==> src/rtl/bcd_to_bin_seq_pkg.sv <==
// Shared definitions for the sequential BCD-to-binary converter:
// FSM state encoding, BCD nibble geometry and the reverse double-dabble
// correction constants, plus a small digit-validity helper.
package bcd_to_bin_seq_pkg;

    localparam int NIBBLE_W = 4;

    // After a right shift, a nibble holding 8 or more received a carried-in
    // bit worth 8 that is really worth 5 in decimal, so 3 is taken off.
    localparam logic [NIBBLE_W-1:0] BCD_THRESH = 4'd8;
    localparam logic [NIBBLE_W-1:0] BCD_ADJUST = 4'd3;

    typedef enum logic [1:0] {
        ST_IDLE  = 2'd0,
        ST_SHIFT = 2'd1,
        ST_DONE  = 2'd2
    } state_t;

    function automatic logic nibble_invalid(input logic [NIBBLE_W-1:0] n);
        return n > 4'd9;
    endfunction

endpackage

==> src/rtl/bcd_to_bin_seq_if.sv <==
// Request/response bundle between an operand source and the converter.
//
// Handshake: the source raises start with bcd_in stable; the converter takes
// it only while idle (busy=0) and ignores start at every other time. busy is
// high from the cycle after acceptance through the done cycle. done is a
// one-cycle pulse; result, err_digit and over_max are valid with it and hold
// until the next accepted conversion completes. state mirrors the FSM for
// observation only.
//
// master : drives start, bcd_in; observes everything else
// slave  : the converter side
interface bcd_to_bin_seq_if
    import bcd_to_bin_seq_pkg::*;
#(
    parameter int DIGITS = 3,
    parameter int BIN_W  = 10
) ();

    logic                       start;
    logic [NIBBLE_W*DIGITS-1:0] bcd_in;
    logic                       busy;
    logic                       done;
    logic [BIN_W-1:0]           result;
    logic                       err_digit;
    logic                       over_max;
    state_t                     state;

    modport master (
        output start, bcd_in,
        input  busy, done, result, err_digit, over_max, state
    );

    modport slave (
        input  start, bcd_in,
        output busy, done, result, err_digit, over_max, state
    );

endinterface

==> src/rtl/bcd_to_bin_seq_bcd_nibble_adjust.sv <==
// One BCD digit correction stage of the reverse double-dabble:
// din  : nibble after the right shift
// dout : din - 3 when din >= 8, otherwise din unchanged
module bcd_nibble_adjust
    import bcd_to_bin_seq_pkg::*;
(
    input  logic [NIBBLE_W-1:0] din,
    output logic [NIBBLE_W-1:0] dout
);

    assign dout = (din >= BCD_THRESH) ? (din - BCD_ADJUST) : din;

endmodule

==> src/rtl/bcd_to_bin_seq.sv <==
// Sequential packed-BCD to binary converter (reverse double-dabble).
// One shift/correct step per clock, BIN_W steps per conversion.
//
// clk : rising-edge clock
// rst : asynchronous active-high reset, aborts any conversion in progress
// bus : slave side of bcd_to_bin_seq_if (start, bcd_in in; busy, done,
//       result, err_digit, over_max, state out)
module bcd_to_bin_seq
    import bcd_to_bin_seq_pkg::*;
#(
    parameter int DIGITS  = 3,
    parameter int BIN_W   = 10,
    parameter int MAX_VAL = 255
) (
    input  logic              clk,
    input  logic              rst,
    bcd_to_bin_seq_if.slave   bus
);

    localparam int BCD_W  = NIBBLE_W * DIGITS;
    localparam int WORK_W = BCD_W + BIN_W;
    localparam int STEP_W = (BIN_W > 1) ? $clog2(BIN_W) : 1;
    localparam logic [STEP_W-1:0] LAST_STEP = STEP_W'(BIN_W - 1);
    localparam logic [BIN_W-1:0]  MAX_VAL_W = BIN_W'(MAX_VAL);

    state_t            state_q;
    logic [BCD_W-1:0]  bcd_q;
    logic [BIN_W-1:0]  bin_q;
    logic [STEP_W-1:0] step_q;
    logic              busy_q;
    logic              done_q;
    logic [BIN_W-1:0]  result_q;
    logic              err_q;
    logic              over_q;

    logic              any_bad;
    logic [WORK_W-1:0] shifted;
    logic [BCD_W-1:0]  bcd_adj;
    logic [BIN_W-1:0]  bin_next;

    always_comb begin
        any_bad = 1'b0;
        for (int i = 0; i < DIGITS; i++) begin
            any_bad = any_bad | nibble_invalid(bus.bcd_in[NIBBLE_W*i +: NIBBLE_W]);
        end
    end

    // The BCD LSB falls into the binary MSB; the binary LSB of the previous
    // step has already been final since the step it arrived.
    assign shifted  = {bcd_q, bin_q} >> 1;
    assign bin_next = shifted[BIN_W-1:0];

    for (genvar g = 0; g < DIGITS; g++) begin : g_adj
        bcd_nibble_adjust u_adj (
            .din  (shifted[BIN_W + NIBBLE_W*g +: NIBBLE_W]),
            .dout (bcd_adj[NIBBLE_W*g +: NIBBLE_W])
        );
    end

    always_ff @(posedge clk or posedge rst) begin
        if (rst) begin
            state_q  <= ST_IDLE;
            bcd_q    <= '0;
            bin_q    <= '0;
            step_q   <= '0;
            busy_q   <= 1'b0;
            done_q   <= 1'b0;
            result_q <= '0;
            err_q    <= 1'b0;
            over_q   <= 1'b0;
        end else begin
            done_q <= 1'b0;
            case (state_q)
                ST_IDLE: begin
                    if (bus.start) begin
                        busy_q <= 1'b1;
                        if (any_bad) begin
                            // Bad digit: report immediately, nothing to shift.
                            err_q    <= 1'b1;
                            result_q <= '0;
                            over_q   <= 1'b0;
                            done_q   <= 1'b1;
                            state_q  <= ST_DONE;
                        end else begin
                            bcd_q   <= bus.bcd_in;
                            bin_q   <= '0;
                            step_q  <= '0;
                            state_q <= ST_SHIFT;
                        end
                    end
                end
                ST_SHIFT: begin
                    bcd_q  <= bcd_adj;
                    bin_q  <= bin_next;
                    step_q <= step_q + STEP_W'(1);
                    if (step_q == LAST_STEP) begin
                        result_q <= bin_next;
                        err_q    <= 1'b0;
                        over_q   <= (bin_next > MAX_VAL_W);
                        done_q   <= 1'b1;
                        state_q  <= ST_DONE;
                    end
                end
                ST_DONE: begin
                    busy_q  <= 1'b0;
                    state_q <= ST_IDLE;
                end
                default: begin
                    busy_q  <= 1'b0;
                    state_q <= ST_IDLE;
                end
            endcase
        end
    end

    assign bus.busy      = busy_q;
    assign bus.done      = done_q;
    assign bus.result    = result_q;
    assign bus.err_digit = err_q;
    assign bus.over_max  = over_q;
    assign bus.state     = state_q;

endmodule

==> src/flat_wrapper.sv <==
// flat-port wrapper written by rule: the top's interface ports become plain ports
module bcd_to_bin_seq_flat import bcd_to_bin_seq_pkg::*;
#(
    parameter int DIGITS  = 3,
    parameter int BIN_W   = 10,
    parameter int MAX_VAL = 255
)
  (clk, rst, bus_start, bus_bcd_in, bus_busy, bus_done, bus_result, bus_err_digit, bus_over_max, bus_state);
  bcd_to_bin_seq_if #(.DIGITS(DIGITS), .BIN_W(BIN_W)) bus_i ();
  input  logic clk;
  input  logic rst;
  input wire logic [$bits(bus_i.start)-1:0] bus_start;
  input wire logic [$bits(bus_i.bcd_in)-1:0] bus_bcd_in;
  output wire logic [$bits(bus_i.busy)-1:0] bus_busy;
  output wire logic [$bits(bus_i.done)-1:0] bus_done;
  output wire logic [$bits(bus_i.result)-1:0] bus_result;
  output wire logic [$bits(bus_i.err_digit)-1:0] bus_err_digit;
  output wire logic [$bits(bus_i.over_max)-1:0] bus_over_max;
  output wire logic [$bits(bus_i.state)-1:0] bus_state;
  assign bus_i.start = bus_start;
  assign bus_i.bcd_in = bus_bcd_in;
  assign bus_busy = bus_i.busy;
  assign bus_done = bus_i.done;
  assign bus_result = bus_i.result;
  assign bus_err_digit = bus_i.err_digit;
  assign bus_over_max = bus_i.over_max;
  assign bus_state = bus_i.state;
  bcd_to_bin_seq #(.DIGITS(DIGITS), .BIN_W(BIN_W), .MAX_VAL(MAX_VAL)) u_core (.clk(clk), .rst(rst), .bus(bus_i));
endmodule
==> config.mk <==
export PLATFORM = sky130hd
export DESIGN_NAME = bcd_to_bin_seq_flat
export DESIGN_NICKNAME = d
export VERILOG_FILES = /design/src/rtl/bcd_to_bin_seq_pkg.sv /design/src/rtl/bcd_to_bin_seq_if.sv /design/src/rtl/bcd_to_bin_seq_bcd_nibble_adjust.sv /design/src/rtl/bcd_to_bin_seq.sv /design/src/flat_wrapper.sv
export SDC_FILE = /design/constraint.sdc
export NUM_CORES = 1
export LEC_CHECK = 0
export ABC_AREA = 1
export CORE_ASPECT_RATIO = 0.5
export CORE_MARGIN = 3
export CORE_UTILIZATION = 57
export DETAILED_ROUTE_END_ITERATION = 10
export PLACE_DENSITY = 0.9
export SETUP_SLACK_MARGIN = 0.4
export SKIP_LAST_GASP = 1
export SLEW_MARGIN = 15
export SYNTH_ARGS = -nofsm -noshare
export SYNTH_HDL_FRONTEND = slang
export SYNTH_SLANG_ARGS = --single-unit
==> constraint.sdc <==
create_clock -name clk -period 2.9 [get_ports clk]
set_input_delay 0.58 -clock clk [delete_from_list [all_inputs] [get_ports clk]]
set_output_delay 0.58 -clock clk [all_outputs]
set_load 0.02 [all_outputs]
After elaboration in Yosys (flattened, before gate mapping)
Index checks and enable logic that the tools add are counted.

Register bits after elaboration: 42.

Reduce and logical (&&, ||, !) cells: 6. Equal/unequal tests: 6. Bitwise gates (word level): 3. Magnitude comparators: 7. Mux-type cells: 34. $add $sub $neg: 4.

Operators with widths (number): two-way mux 10 bit (5); one-hot mux 10 bit (2 select lines) (2); two-way mux 12 bit (2); one-hot mux 12 bit (2 select lines) (1); two-way mux 4 bit (5); greater-than comparator 4 bit (second input constant) (3); greater-than comparator 10 x 8 -> 1 bit (second input constant) (1); two-way mux 1 bit (10); greater-or-equal comparator 4 bit (second input constant) (2); one-hot mux 1 bit (2 select lines) (4); one-hot mux 4 bit (2 select lines) (1); subtractor 4 x 2 -> 4 bit (second input constant) (2); two-way mux 2 bit (3); adder 4 x 1 -> 4 bit (second input constant) (1); equality test 4 bit (second input constant) (1); greater-or-equal comparator 3 x 4 -> 1 bit (second input constant) (1); != test 2 x 1 -> 1 bit (second input constant) (2); != test 2 bit (second input constant) (2); one-hot mux 2 bit (2 select lines) (1); AND reduction 2 bit (2); AND reduction 4 bit (1); subtractor 3 x 2 -> 4 bit (second input constant) (1); AND reduction 3 bit (1); equality test 2 x 1 -> 1 bit (second input constant) (1); 4 further kinds (5).

Depth between registers and ports, before layout
Depth after elaboration: 6. Depth in mapped cells: 10. Depth with buffers taken out: 9.

By module
Synthesis repeated with hierarchy kept, for this count alone.

Cells, all modules: 286. Area total of the unflattened synthesis: 2174.6 um^2.

Modules (own cells, without submodules): bcd_to_bin_seq (times used 1, area an instance 1908.1 um^2, cells each 238); bcd_nibble_adjust (times used 3, area an instance 88.8 um^2, cells each 16).

Worst setup path after synthesis
Ideal clock, no wire load.

Path kind: input -> register. Start: in bus_bcd_in[6]. End: reg u_core.bcd_q[4]. Setup time: 0.117 ns. Data arrival time: 1.267 ns. Path buffers: 1. Path slack: 1.516 ns. Stages on the path: 7. Cell sequence: o21ai_1 -> nand3_1 -> nand2_2 -> nand2_4 -> buf_6 -> nand2_1 -> nand2_1.

Cells in the longest elaborated chain, start to end: 5.

Ends and longest elaborated chain: start, declared (line flat_wrapper.sv:13) `input wire logic [$bits(bus_i.bcd_in)-1:0] bus_bcd_in;`; greater-than comparator 4 bit (line bcd_to_bin_seq_pkg.sv:20) `return n > 4'd9;`; bitwise OR 1 bit (2 in series) (line bcd_to_bin_seq.sv:44) `any_bad = any_bad | nibble_invalid(bus.bcd_in[NIBBLE_W*i +: NIBBLE_W]);`; != test 2 bit (no source line); AND reduction 3 bit (no source line); end signal, assigned (line bcd_to_bin_seq.sv:85) `bcd_q <= bus.bcd_in;`; end signal, assigned (line bcd_to_bin_seq.sv:93) `bcd_q <= bcd_adj;`; end, declared (line bcd_to_bin_seq.sv:27) `logic [BCD_W-1:0] bcd_q;`.

Every way passes these cells. A chain may end at the register's enable or synchronous reset.

Final worst setup path
Start: reg u_core.state_q[0], in the netlist u_core.bus.state[0]. End: out bus_state[0].

RTL lines: start, declared (line bcd_to_bin_seq.sv:26) `state_t state_q;`; start signal, assigned (line bcd_to_bin_seq.sv:62) `state_q <= ST_IDLE;`; start signal, assigned (line bcd_to_bin_seq.sv:83) `state_q <= ST_DONE;`; start signal, assigned (line bcd_to_bin_seq.sv:88) `state_q <= ST_SHIFT;`; end, declared (line flat_wrapper.sv:19) `output wire logic [$bits(bus_i.state)-1:0] bus_state;`.

No word-level cell between the ends.

==> results.md <==
Status:
- The run finished with clean final reports.

Cells and area:
- Leaving out fill and tap cells, the most frequent cell in the layout is nand2_1.
- The ratio of cells with drive above 1 in the final layout is 6.920%.
- The number of antenna diodes in the final layout is 0.
- The synthesis-to-finish area growth is 19.76%.
- After the last flow step, the layout net total stands at 309.
- Fill cells in the final layout number 235.
- The top cell types in the final layout, fill and taps aside, are nand2_1, dfrtp_1, clkdlybuf4s50_1.

Worst setup path:
- The gate family responsible for the most delay along the worst path is buffers and inverters.
- On the worst path, the slowest cell contributes a delay of 700 ps.
- The slowest stage of the critical path is the clkdlybuf4s50_1 cell.
- In this run the number of cells on the critical path is 1.
- The data arrival time of the critical path is 1650 ps.
- Traced cell by cell, the critical path runs through clkdlybuf4s50_1.
- The kind of start point of the critical path is a flip-flop.
- The largest fanout on the critical path is 14.
- The worst endpoint required time is 2320 ps.
- The number of cells on the worst reg-to-reg path is 7.
- The type of the worst setup path is flip-flop to primary output.
- STA classifies the critical path endpoint as a primary output.
- The worst path buffer plus inverter count is 1.

Clocking:
- The total number of clock tree sinks is 41.
- The number of gates given a new drive strength after cts is 0.
- The clock-pin slew of the registers on the worst-case setup and hold paths is 80 ps.
- Hold repair after CTS inserted 0 buffers.
- The maximum clock insertion buffer count is 2.
- The root buffer selected by CTS is clkbuf_8.
- CTS built an H-tree with a depth of 2.
- The number of clock buffers inserted by TritonCTS is 5.
- The clock reaches the later pin of the worst-skew pair after 290 ps.
- TritonCTS built the clock tree.
- The total setup buffers inserted after CTS is 0.

STA:
- The slew at the pin closest to its max-slew limit is 500.6 ps.
- Setup violations remaining at the end of the flow were counted as 0.
- The final critical path time including I/O delays and setup is 2225 ps.
- Setup repair after global routing left no endpoint under its margin.
- Between clock sinks in the finished design, the worst skew comes to 5.433 ps.
- The worst pin sits at a relative slew slack of 66.55%.
- The fmax is 0.4494 GHz.
- Of the available clock period, the critical path in the final layout requires 76.73%.
- The worst hold slack is 470.5 ps.
- Summed over all failing endpoints, the final setup total negative slack is 0 ps.
- The final-report hold violation count is 0.
- The max-slew violation count was 0.

Detailed routing:
- The number of iterations in the first detailed-routing pass is 5.
- After detailed routing, the average wire length per cell comes to 12.91 um.
- The initial DRC count is 141.
- The number of design rule violations left after detail routing is 0.
- The final layout contains routed wiring with a total length of 4351 um.
- In this run the remaining antenna-violating nets after routing total 0.
- The mean number of vias per cell is 5.255.
- Across all layers, the routed design uses 1771 vias.

Yosys:
- The post-synthesis cell type count is 21.
- The cell count after synthesis came out at 261.
- The share of cell area taken by muxes after synthesis is 0%.
- The count of yosys warnings during synthesis is 0.
- The synthesized netlist devotes 3.526% of its cell area to compound gates.
- Summing the areas of all and, or, nand and nor instances in the mapped netlist gives 34.35% of the synthesized area.
- The mapped netlist covers 2058 um^2.
- Dividing the synthesized area by the synthesized cell count gives 7.886 um^2.
- After Yosys synthesis, XOR and XNOR cells account for 0.8511% of the synthesized area.
- Synthesis inferred 41 register bits.
- The share of the yosys chip area belonging to registers is 49.85%.
- Synthesis produced a netlist with a net count of 282.
- The area share of fa/ha/maj cells after synthesis is 3.647%.
- After synthesis, the largest family of logic cells by area is simple AND/OR/NAND/NOR gates.

Global route:
- The initial antenna violation count is 0.
- Entering global routing, the biggest net connects 42 pins.
- After global routing the overflow that remains totals 0.
- The via count of the first global-routing pass came to 1643.
- In the global route stage, overall resource usage came out at 22.27%.
- The global-route wire length before repair is 7790 um.

Worst hold path:
- The type of the most critical hold path is flip-flop to flip-flop.
- The worst hold path passes through 2 cells.

Die:
- The height of the die is 48.49 um.
- The starting density of the core is 63.86%.
- The die covers 4412 um^2.
- The die extent in x is 90.98 um.
- The core footprint is 3223 um^2.
- The floorplan has 14 rows.
- During I/O placement, the number of pins put on the boundary was 31.

Place:
- Buffers placed on the I/O ports in this run total 30.
- At the end of routability-driven placement, the weighted congestion stood at 0.9079.
- Once detailed placement completed, the half-perimeter wirelength came to 2993 um.

Run:
- Across the run, the number of max-cap violations was 0.

Pwr:
- The worst supply voltage drop on vdd is 400.2 uV.
- Summed over all cells, the static leakage comes to 0.001336 uW.
- In this run the power density over the cells is 914.6 nW/um^2.
state kept, by name, summed over array words and instances (netlist names):
signal	cells
u_core.bcd_q	12
u_core.bin_q	9
u_core.bus.busy	1
u_core.bus.done	1
u_core.bus.err_digit	1
u_core.bus.over_max	1
u_core.bus.result	10
u_core.bus.state	2
u_core.step_q	4
synthesized netlist by cell type, drive strengths merged:
master | count | area share (%)
a21oi | 2 | 0.49
buf | 9 | 3.8
clkbuf | 4 | 0.73
dfrtp | 41 | 50
ha | 6 | 3.6
inv | 18 | 3.3
nand2 | 129 | 24
nand3 | 20 | 4.9
nand4 | 10 | 3.0
nor2 | 4 | 1.1
o21a | 1 | 0.36
o21ai | 11 | 2.7
or2 | 4 | 1.2
xnor2 | 2 | 0.85
where the power goes:
part / internal, uW / switching (uW) / leakage, uW
Clock: 281 / 190 / 0.0000585
Combinational: 305 / 520 / 0.000736
Sequential: 752 / 207 / 0.000541
cell families after synthesis:
group,count (synthesis)
and+or+nand+nor,167
DFF,41
buffers and inverters,31
AOI/OAI and AO/OA,14
adders and majority gates,6
xor gates and xnor gates,2
per-stage QoR:
stage	area (um^2)	utilization, %	std cells	total power [uW]	worst slack, ps
after CTS	2465	76.48	337	2249	670.8
after detailed placement	2349	72.86	329	1771	721.5
after global routing	2465	76.48	337	2441	610.7
after floorplan	2058	-	261	1582	1374
after global placement	2349	72.86	329	1715	829.2
final	2465	76.48	337	2254	674.9
final cells by class:
| cell class | instances | area [um^2] | area share (%) |
|---|---|---|---|
| tap | 48 | 60.06 | 2.437 |
| inverter | 18 | 67.56 | 2.741 |
| clock buffer | 7 | 86.33 | 3.503 |
| multi-input combinational | 189 | 872.1 | 35.38 |
| clock inverter | 1 | 30.03 | 1.218 |
| sequential | 41 | 1026 | 41.62 |
| timing repair buffer | 33 | 322.8 | 13.10 |
final timing paths:
kind                                   endpoint  slack, ps                  from
setup / recovery                   bus_state[0]        670   u_core.bus.state[0]
hold / removal             u_core.bus.result[2]        470  u_core.bus.result[2]
setup reg to reg           u_core.bus.result[8]        960   u_core.bus.state[0]
hold reg to reg            u_core.bus.result[2]        470  u_core.bus.result[2]
max in group asynchronous   u_core.bus.state[0]       1860                   rst
min in group asynchronous      u_core.step_q[1]        700                   rst
per-layer routing:
| metal | GRT usage, % | part of all wire (%) | vias up |
|---|---|---|---|
| met4 | 9.750 | 1.3 | 0 |
| met2 | 36.18 | 49 | 76 |
| met3 | 5.263 | 8.1 | 6 |
| li1 | - | - | 867 |
| met1 | 28.80 | 42 | 822 |
| met5 | 0 | 0 | - |
Power figures use the tool's default switching activity.
